`config.mk`:
```
export PLATFORM = sky130hd
export DESIGN_NAME = dpram_fifo_ctrl_flat
export DESIGN_NICKNAME = d
export VERILOG_FILES = /design/src/rtl/dpram_fifo_ctrl_if.sv /design/src/rtl/dpram_fifo_ctrl.sv /design/src/flat_wrapper.sv
export SDC_FILE = /design/constraint.sdc
export NUM_CORES = 1
export LEC_CHECK = 0
export ABC_AREA = 1
export CAP_MARGIN = 0
export CORE_AREA = 3 3 69 71
export CTS_CLUSTER_DIAMETER = 100
export CTS_CLUSTER_SIZE = 10
export DETAILED_ROUTE_END_ITERATION = 16
export DIE_AREA = 0 0 72 74
export PLACE_DENSITY = 0.87
export SYNTH_ARGS = -nofsm -noshare
export SYNTH_HDL_FRONTEND = slang
export SYNTH_SLANG_ARGS = --single-unit
```
`constraint.sdc`:
```
create_clock -name clockPulse -period 2.12 [get_ports clockPulse]
set_input_delay 0.424 -clock clockPulse [delete_from_list [all_inputs] [get_ports clockPulse]]
set_output_delay 0.424 -clock clockPulse [all_outputs]
set_load 0.02 [all_outputs]
```
`src/rtl/dpram_fifo_ctrl_if.sv`:
```
// FIFO controller bus: user push/pop side plus the dual-port RAM ports.
// The controller takes the slave modport; the user/RAM side takes master.
interface dpram_fifo_ctrl_if #(
    parameter int DATA_WIDTH = 16,
    parameter int ADDR_WIDTH = 6
) ();

    logic                  push;
    logic [DATA_WIDTH-1:0] push_data;
    logic                  pop;
    logic [DATA_WIDTH-1:0] pop_data;
    logic                  pop_valid;
    logic                  full;
    logic                  empty;
    logic [ADDR_WIDTH:0]   count;
    logic                  ram_writeEnable;
    logic [ADDR_WIDTH-1:0] ram_write_address;
    logic [DATA_WIDTH-1:0] ram_value;
    logic [ADDR_WIDTH-1:0] ram_read_address;
    logic [DATA_WIDTH-1:0] ram_read_data;
    logic                  error;

    modport slave (
        input  push,
        input  push_data,
        input  pop,
        input  ram_read_data,
        output pop_data,
        output pop_valid,
        output full,
        output empty,
        output count,
        output ram_writeEnable,
        output ram_write_address,
        output ram_value,
        output ram_read_address,
        output error
    );

    modport master (
        output push,
        output push_data,
        output pop,
        output ram_read_data,
        input  pop_data,
        input  pop_valid,
        input  full,
        input  empty,
        input  count,
        input  ram_writeEnable,
        input  ram_write_address,
        input  ram_value,
        input  ram_read_address,
        input  error
    );

endinterface

```
`src/rtl/dpram_fifo_ctrl.sv`:
```
// FIFO controller over a synchronous 64x16 dual-port RAM with registered flags.
// Optional sticky misuse flag: define FIFO_ERROR_STICKY_EN.
module dpram_fifo_ctrl #(
    parameter int DATA_WIDTH = 16,
    parameter int ADDR_WIDTH = 6
) (
    input logic              clockPulse,
    input logic              reset,
    dpram_fifo_ctrl_if.slave bus
);

    localparam int DEPTH = 2 ** ADDR_WIDTH;
    localparam logic [ADDR_WIDTH:0] FULL_COUNT = (ADDR_WIDTH + 1)'(DEPTH);
    localparam logic [ADDR_WIDTH:0] ONE_COUNT = (ADDR_WIDTH + 1)'(1);
    localparam logic [ADDR_WIDTH-1:0] ONE_PTR = ADDR_WIDTH'(1);

    logic [ADDR_WIDTH-1:0] wr_ptr_q, wr_ptr_d;
    logic [ADDR_WIDTH-1:0] rd_ptr_q, rd_ptr_d;
    logic [ADDR_WIDTH:0]   count_q, count_d;
    logic                  empty_q, empty_d;
    logic                  full_q, full_d;
    logic                  pop_valid_q, pop_valid_d;

    logic                  push_ok;
    logic                  pop_ok;
    logic [DATA_WIDTH-1:0] wr_data;
    logic [DATA_WIDTH-1:0] rd_data;

    // Flags are registered, so gating uses the flopped view of the queue.
    assign push_ok = bus.push & ~full_q;
    assign pop_ok  = bus.pop & ~empty_q;

    assign wr_data = bus.push_data;
    assign rd_data = bus.ram_read_data;

    assign bus.ram_writeEnable   = push_ok;
    assign bus.ram_write_address = wr_ptr_q;
    assign bus.ram_value         = wr_data;
    assign bus.ram_read_address  = rd_ptr_q;
    assign bus.pop_data          = rd_data;
    assign bus.pop_valid         = pop_valid_q;
    assign bus.full              = full_q;
    assign bus.empty             = empty_q;
    assign bus.count             = count_q;

    always_comb begin
        wr_ptr_d = wr_ptr_q;
        rd_ptr_d = rd_ptr_q;
        if (push_ok) begin
            wr_ptr_d = wr_ptr_q + ONE_PTR;
        end
        if (pop_ok) begin
            rd_ptr_d = rd_ptr_q + ONE_PTR;
        end
    end

    always_comb begin
        count_d = count_q;
        unique case ({push_ok, pop_ok})
            2'b10:   count_d = count_q + ONE_COUNT;
            2'b01:   count_d = count_q - ONE_COUNT;
            default: count_d = count_q;
        endcase
        empty_d     = (count_d == '0);
        full_d      = (count_d == FULL_COUNT);
        pop_valid_d = pop_ok;
    end

    always_ff @(posedge clockPulse) begin
        if (reset) begin
            wr_ptr_q    <= '0;
            rd_ptr_q    <= '0;
            count_q     <= '0;
            empty_q     <= 1'b1;
            full_q      <= 1'b0;
            pop_valid_q <= 1'b0;
        end else begin
            wr_ptr_q    <= wr_ptr_d;
            rd_ptr_q    <= rd_ptr_d;
            count_q     <= count_d;
            empty_q     <= empty_d;
            full_q      <= full_d;
            pop_valid_q <= pop_valid_d;
        end
    end

`ifdef FIFO_ERROR_STICKY_EN
    logic error_q, error_d;

    always_comb begin
        error_d = error_q
                | (bus.push & full_q)
                | (bus.pop & empty_q);
    end

    always_ff @(posedge clockPulse) begin
        if (reset) begin
            error_q <= 1'b0;
        end else begin
            error_q <= error_d;
        end
    end

    assign bus.error = error_q;
`else
    assign bus.error = 1'b0;
`endif

endmodule

```
`src/flat_wrapper.sv`:
```
// flat-port wrapper written by rule: the top's interface ports become plain ports
module dpram_fifo_ctrl_flat 
#(
    parameter int DATA_WIDTH = 16,
    parameter int ADDR_WIDTH = 6
)
  (clockPulse, reset, bus_push, bus_push_data, bus_pop, bus_ram_read_data, bus_pop_data, bus_pop_valid, bus_full, bus_empty, bus_count, bus_ram_writeEnable, bus_ram_write_address, bus_ram_value, bus_ram_read_address, bus_error);
  dpram_fifo_ctrl_if #(.DATA_WIDTH(DATA_WIDTH), .ADDR_WIDTH(ADDR_WIDTH)) bus_i ();
  input logic clockPulse;
  input logic reset;
  input wire logic [$bits(bus_i.push)-1:0] bus_push;
  input wire logic [$bits(bus_i.push_data)-1:0] bus_push_data;
  input wire logic [$bits(bus_i.pop)-1:0] bus_pop;
  input wire logic [$bits(bus_i.ram_read_data)-1:0] bus_ram_read_data;
  output wire logic [$bits(bus_i.pop_data)-1:0] bus_pop_data;
  output wire logic [$bits(bus_i.pop_valid)-1:0] bus_pop_valid;
  output wire logic [$bits(bus_i.full)-1:0] bus_full;
  output wire logic [$bits(bus_i.empty)-1:0] bus_empty;
  output wire logic [$bits(bus_i.count)-1:0] bus_count;
  output wire logic [$bits(bus_i.ram_writeEnable)-1:0] bus_ram_writeEnable;
  output wire logic [$bits(bus_i.ram_write_address)-1:0] bus_ram_write_address;
  output wire logic [$bits(bus_i.ram_value)-1:0] bus_ram_value;
  output wire logic [$bits(bus_i.ram_read_address)-1:0] bus_ram_read_address;
  output wire logic [$bits(bus_i.error)-1:0] bus_error;
  assign bus_i.push = bus_push;
  assign bus_i.push_data = bus_push_data;
  assign bus_i.pop = bus_pop;
  assign bus_i.ram_read_data = bus_ram_read_data;
  assign bus_pop_data = bus_i.pop_data;
  assign bus_pop_valid = bus_i.pop_valid;
  assign bus_full = bus_i.full;
  assign bus_empty = bus_i.empty;
  assign bus_count = bus_i.count;
  assign bus_ram_writeEnable = bus_i.ram_writeEnable;
  assign bus_ram_write_address = bus_i.ram_write_address;
  assign bus_ram_value = bus_i.ram_value;
  assign bus_ram_read_address = bus_i.ram_read_address;
  assign bus_error = bus_i.error;
  dpram_fifo_ctrl #(.DATA_WIDTH(DATA_WIDTH), .ADDR_WIDTH(ADDR_WIDTH)) u_core (.clockPulse(clockPulse), .reset(reset), .bus(bus_i));
endmodule
```
Yosys cells after proc, flatten, opt, wreduce, memory -nomap -nowiden
Cells that the tools add are included.
{"block": "op_classes", "add_sub_neg": 4, "n_eq_ne": 3, "n_mux": 1, "bitwise_logic": 4, "n_reduce_logical": 1}
{"operator": "one-hot mux 7 bit (2 select lines)", "count": 1}
{"operator": "adder 6 x 1 -> 6 bit, second input constant", "count": 2}
{"operator": "adder 7 x 1 -> 7 bit, second input constant", "count": 1}
{"operator": "equality test 7 bit, second input constant", "count": 1}
{"operator": "logical NOT 7 bit", "count": 1}
{"operator": "subtractor 7 x 1 -> 7 bit, second input constant", "count": 1}
{"operator": "AND 1 bit", "count": 2}
{"operator": "equality test 2 x 1 -> 1 bit, second input constant", "count": 1}
{"operator": "equality test 2 bit, second input constant", "count": 1}
{"operator": "NOT 1 bit", "count": 2}
{"block": "word_totals", "regBits": 22, "in_bits": 36, "output_inout_bits": 56, "word_cells": 19}

Logic depth before layout (Yosys ltp)
Gate-level depths: netlist (run 1).
{"block": "depth", "ltp_word": 5, "depth_mapped": 17, "ltp_nobuf": 17}

Worst setup path before layout (run 1)
Ideal clock, no wire load.
{"block": "synth_path", "kind": "reg2reg", "from": "register u_core.full_q, in the netlist u_core.bus.full", "to": "register u_core.empty_q, in the netlist u_core.bus.empty", "setup_ns": 0.068, "t_arrival_ns": 1.873, "required_time_ns": 2.052, "setup_slack_ns": 0.179, "stages_incl_launch_ff": 17, "path_buffers": 0, "period_less_slack_ns": 1.941, "cell_sequence": "dfxtp_1 -> inv_2 -> nand2_4 -> nand2_8 -> nand2_1 -> nand2_2 -> ha_1 -> inv_1 -> nand2_1 -> nand3b_1 -> nand3_1 -> nand2_1 -> nor2_1 -> nand3_1 -> nor2_2 -> nand2_2 -> o21bai_2"}
{"block": "synth_via", "elab_chain_len": 5, "word_cells_on_any_way": 6, "classes_between": "eq/ne (2); mux (1); bitwise (2); reduce/logical (1)"}
{"item": "start: declaration", "line": "dpram_fifo_ctrl.sv:21", "rtl": "logic full_q, full_d;"}
{"item": "start signal: assignment", "line": "dpram_fifo_ctrl.sv:82", "rtl": "full_q <= full_d;"}
{"item": "NOT 1 bit *", "line": "dpram_fifo_ctrl.sv:30", "rtl": "assign push_ok = bus.push & ~full_q;"}
{"item": "AND 1 bit *", "line": "dpram_fifo_ctrl.sv:30"}
{"item": "equality test 2 x 1 -> 1 bit or equality test 2 bit (tied branches)", "line": "dpram_fifo_ctrl.sv:59", "rtl": "unique case ({push_ok, pop_ok})"}
{"item": "one-hot mux 7 bit (2 select lines) *", "line": "dpram_fifo_ctrl.sv:59"}
{"item": "logical NOT 7 bit *", "line": "dpram_fifo_ctrl.sv:64", "rtl": "empty_d = (count_d == '0);"}
{"item": "end signal: assignment", "line": "dpram_fifo_ctrl.sv:81", "rtl": "empty_q <= empty_d;"}
{"item": "end: declaration", "line": "dpram_fifo_ctrl.sv:20", "rtl": "logic empty_q, empty_d;"}
Mark *: on every way between the ends. The rest lies on a longest branch, timed or not.
A chain may end at the register's enable or synchronous reset.

Worst setup path after layout (run 1)
{"block": "layout_path", "from": "input bus_pop", "to": "register u_core.empty_q, in the netlist u_core.bus.empty"}
{"block": "layout_via", "elab_chain_len": 4, "word_cells_on_any_way": 5, "classes_between": "eq/ne (2); mux (1); bitwise (1); reduce/logical (1)"}
{"item": "start: declaration", "line": "flat_wrapper.sv:13", "rtl": "input wire logic [$bits(bus_i.pop)-1:0] bus_pop;"}
{"item": "AND 1 bit *", "line": "dpram_fifo_ctrl.sv:31", "rtl": "assign pop_ok = bus.pop & ~empty_q;"}
{"item": "equality test 2 x 1 -> 1 bit or equality test 2 bit (tied branches)", "line": "dpram_fifo_ctrl.sv:59"}
{"item": "one-hot mux 7 bit (2 select lines) *", "line": "dpram_fifo_ctrl.sv:59"}
{"item": "logical NOT 7 bit *", "line": "dpram_fifo_ctrl.sv:64"}
Marked as above.

==> results of run 1 <==
routing by layer:
layer  track usage, %  wire [um]
met1             15.4       1500
met2             19.8       1370
met3             2.70        163
met4             6.68         80
met5                0          0
flip-flops by register name (all words and copies together) (netlist names):
register / count
u_core.bus.count: 7
u_core.bus.empty: 1
u_core.bus.full: 1
u_core.bus.pop_valid: 1
u_core.bus.ram_read_address: 6
u_core.bus.ram_write_address: 6
metrics by stage:
stage	cell area [um^2]	util, %	total power, mW	worst slack [ps]	TNS, ps
after floorplan	1520	-	0.848	179	0
after detailed placement	1730	40.4	0.960	-316	-993
after global routing	1800	41.8	1.33	51.0	0
after global placement	1730	40.4	0.948	-259	-769
after CTS	1790	41.8	1.27	24.3	0
final	1800	41.8	1.25	215	0
area by class of cell:
cell class,count,area (um^2)
well taps,52,65.1
clock buffers,4,55.1
inverters,28,105
fillers,431,2500
flip-flops and latches,22,440
multi-input cells,128,721
repair buffers,46,410
cell usage in the layout (no fill, tap or decap), types with 3 or more instances in the layout:
cell type and count:
inv_1 25, nor2_2 3, inv_2 3, nand2_2 10, buf_4 20, ha_1 4, a21oi_1 9, clkdlybuf4s50_1 23
nor3_1 5, nand3_1 14, dfxtp_1 22, o21ai_0 5, nand2_1 38, clkbuf_8 4, nand3_2 5, nor2_1 16
power by group:
| group | leakage, nW | switching, mW | internal [mW] |
|---|---|---|---|
| Sequential | 0.180 | 0.0456 | 0.448 |
| Clock | 0.0288 | 0.137 | 0.166 |
| Combinational | 0.634 | 0.243 | 0.212 |
| Total | 0.843 | 0.426 | 0.826 |
cell families after synthesis:
logic type	synth area share, %
simple gates	35.7
buf+inv	23.7
flops	28.9
compound gates	6.98
fa+ha+maj	3.29
xor+xnor	1.15
other cells	0.246
worst max-delay path by stage:
stage | endpoint | cells past startpoint | startpoint | slack, ps
2_1_floorplan | u_core.bus.empty$_SDFF_PP1_ | 16 | u_core.bus.full$_SDFF_PP0_ | 180
3_3_place_gp | u_core.bus.empty$_SDFF_PP1_ | 17 | bus_pop | -260
3_5_place_dp | u_core.bus.empty$_SDFF_PP1_ | 17 | bus_pop | -320
4_1_cts | u_core.bus.empty$_SDFF_PP1_ | 15 | bus_push | 20
5_1_grt | u_core.bus.empty$_SDFF_PP1_ | 17 | bus_pop | 50
6_report | u_core.bus.empty$_SDFF_PP1_ | 17 | bus_pop | 220
repair_timing:
action                                  CTS  global route
resized for setup                         2             1
endpoints found under the setup margin    3             3
pin swaps                                 1             0
buffers inserted                          1             0
endpoints found under the hold margin     0             0
worst reg2reg max path, stage by stage, from the launching register on:
cell and delay (ps):
dfxtp_1 410, inv_2 60, nand2_4 110, nand2_8 60, nand2_1 70, nand2_2 50
ha_1 170, inv_1 50, nand2_1 80, nand3b_1 160, nand3_1 100, nand2_1 60
nor2_1 90, nand3_1 90, nor2_2 100, nand2_2 70, o21bai_2 100
==> results.json, run 1 <==
{
  "io_pins": 92,
  "crit_slowest_cell": "dlygate4sd2_1",
  "yosysMostFrequentCell": "nand2_1",
  "yosysSeqAreaShare_pct": 28.9,
  "hold_viol": 0,
  "syn_avg_cell_area_um2": 7.15,
  "synth_flop_cell": "dfxtp_1",
  "period_share_pct": 89.8,
  "synth_area_leader_cell": "dfxtp_1",
  "crit_type": "in2reg",
  "dp_cells": 275,
  "detail-route-antenna-nets": 0,
  "core_um2": 4290,
  "finalNonFillerCells": 280,
  "cts_root_buf": "clkbuf_8",
  "dieHeight_um": 74,
  "wl_per_cell_um": 11.1,
  "syn_area_um2": 1520,
  "synth_top_area_share_pct": 28.9,
  "slew_viol_final": 0,
  "crit_buf_inv": 3,
  "grt_remaining_overflow": 0,
  "maxCapViolCount": 0,
  "hold_path.class": "reg2reg",
  "drive_above_1_share_pct": 22.4,
  "holdPathEnd": "u_core.bus.ram_read_address[2]$_SDFFE_PP0P_",
  "path_clk_slew_ps": 80,
  "dr.pass1.iters": 4,
  "synth_cell_type_count": 31,
  "power.density_nw_per_um2": 697,
  "leakage_nw": 0.843,
  "start_kind": "primary input",
  "diodes": 0,
  "tritoncts_num_sinks": 22,
  "area_growth_pct": 18.0,
  "nets": 269,
  "synth-seq-cells": 22,
  "clock_latency_ps": 270,
  "synth_area_leaders": "dfxtp_1 29%, buf_4 16%, nand2_1 9.4%",
  "antenna_found_initial": 0,
  "drc_errors": 0,
  "r2r_slack_ps": 240,
  "cts_made_buffers": 3,
  "reg2reg_to": "u_core.bus.empty$_SDFF_PP1_",
  "status": "completed",
  "yosysWarnings": 0,
  "ctsLongestPathBuffers": 2,
  "grt_pass1_wl_um": 5210,
  "vdd_drop_max_mv": 0.400,
  "synth_enable_flop_cells": 0,
  "crit_path_max_fanout": 4,
  "crit_top_cell": "nand2_1",
  "holdBufCountCts": 0,
  "synthArstFlopShare_pct": 0,
  "vias": 1291,
  "whs_path_depth": 2,
  "first_global_vias": 1205,
  "synthCells": 213,
  "arrival_ps": 2110,
  "grt_max_degree": 13,
  "layout_min_cycle_time_ps": 1900,
  "grt_usage_pct": 12.3,
  "setup_viol": 0,
  "endpoint_kind": "flop",
  "num_rows": 24,
  "numPortBuffers": 26,
  "via_per_inst": 4.61,
  "path_cells": "dlygate4sd2_1 -> inv_2 -> nor2_8 -> nand2_8 -> nand2_1 -> nand2_2 -> ha_1 -> inv_1 -> nand2_1 -> nand3b_1 -> nand3_1 -> nand2_1 -> nor2_1 -> nand3_1 -> nor2_2 -> nand2_2 -> o21bai_2",
  "worst_ep_required_time_ps": 2330,
  "h-tree-depth": 1,
  "wl_um": 3120,
  "cp_top_family": "simple AND/OR/NAND/NOR gates",
  "r2r-start": "u_core.bus.full$_SDFF_PP0_",
  "r2r_cells": 16,
  "hold_start": "u_core.bus.ram_read_address[2]$_SDFFE_PP0P_",
  "initial_utilization_pct": 35.5,
  "slowest_delay_ps": 230,
  "rsz0062_at_grt": "false",
  "dpl.hpwl_um": 2490,
  "die_x_um": 72,
  "syn-num-nets": 253,
  "clock.fmax_mhz": 525,
  "dieArea_um2": 5330,
  "routabilityCongestion": 0.901,
  "synth_commonest_cells": "38 x nand2_1, 33 x buf_4, 25 x inv_1, 22 x dfxtp_1, 16 x nor2_1",
  "hold_slack_ps": 512,
  "finalClockSkew_ps": 3.45,
  "tritoncts": "built",
  "drt_iter0_drc": 48
}
Note: power is estimated with default switching activity, not from simulation.
==> run 2, diff against run 1 <==
- RECOVER_POWER: default -> 25
==> results of run 2 <==
No change in the layout: final DEF, timing and power equal those of run 1.
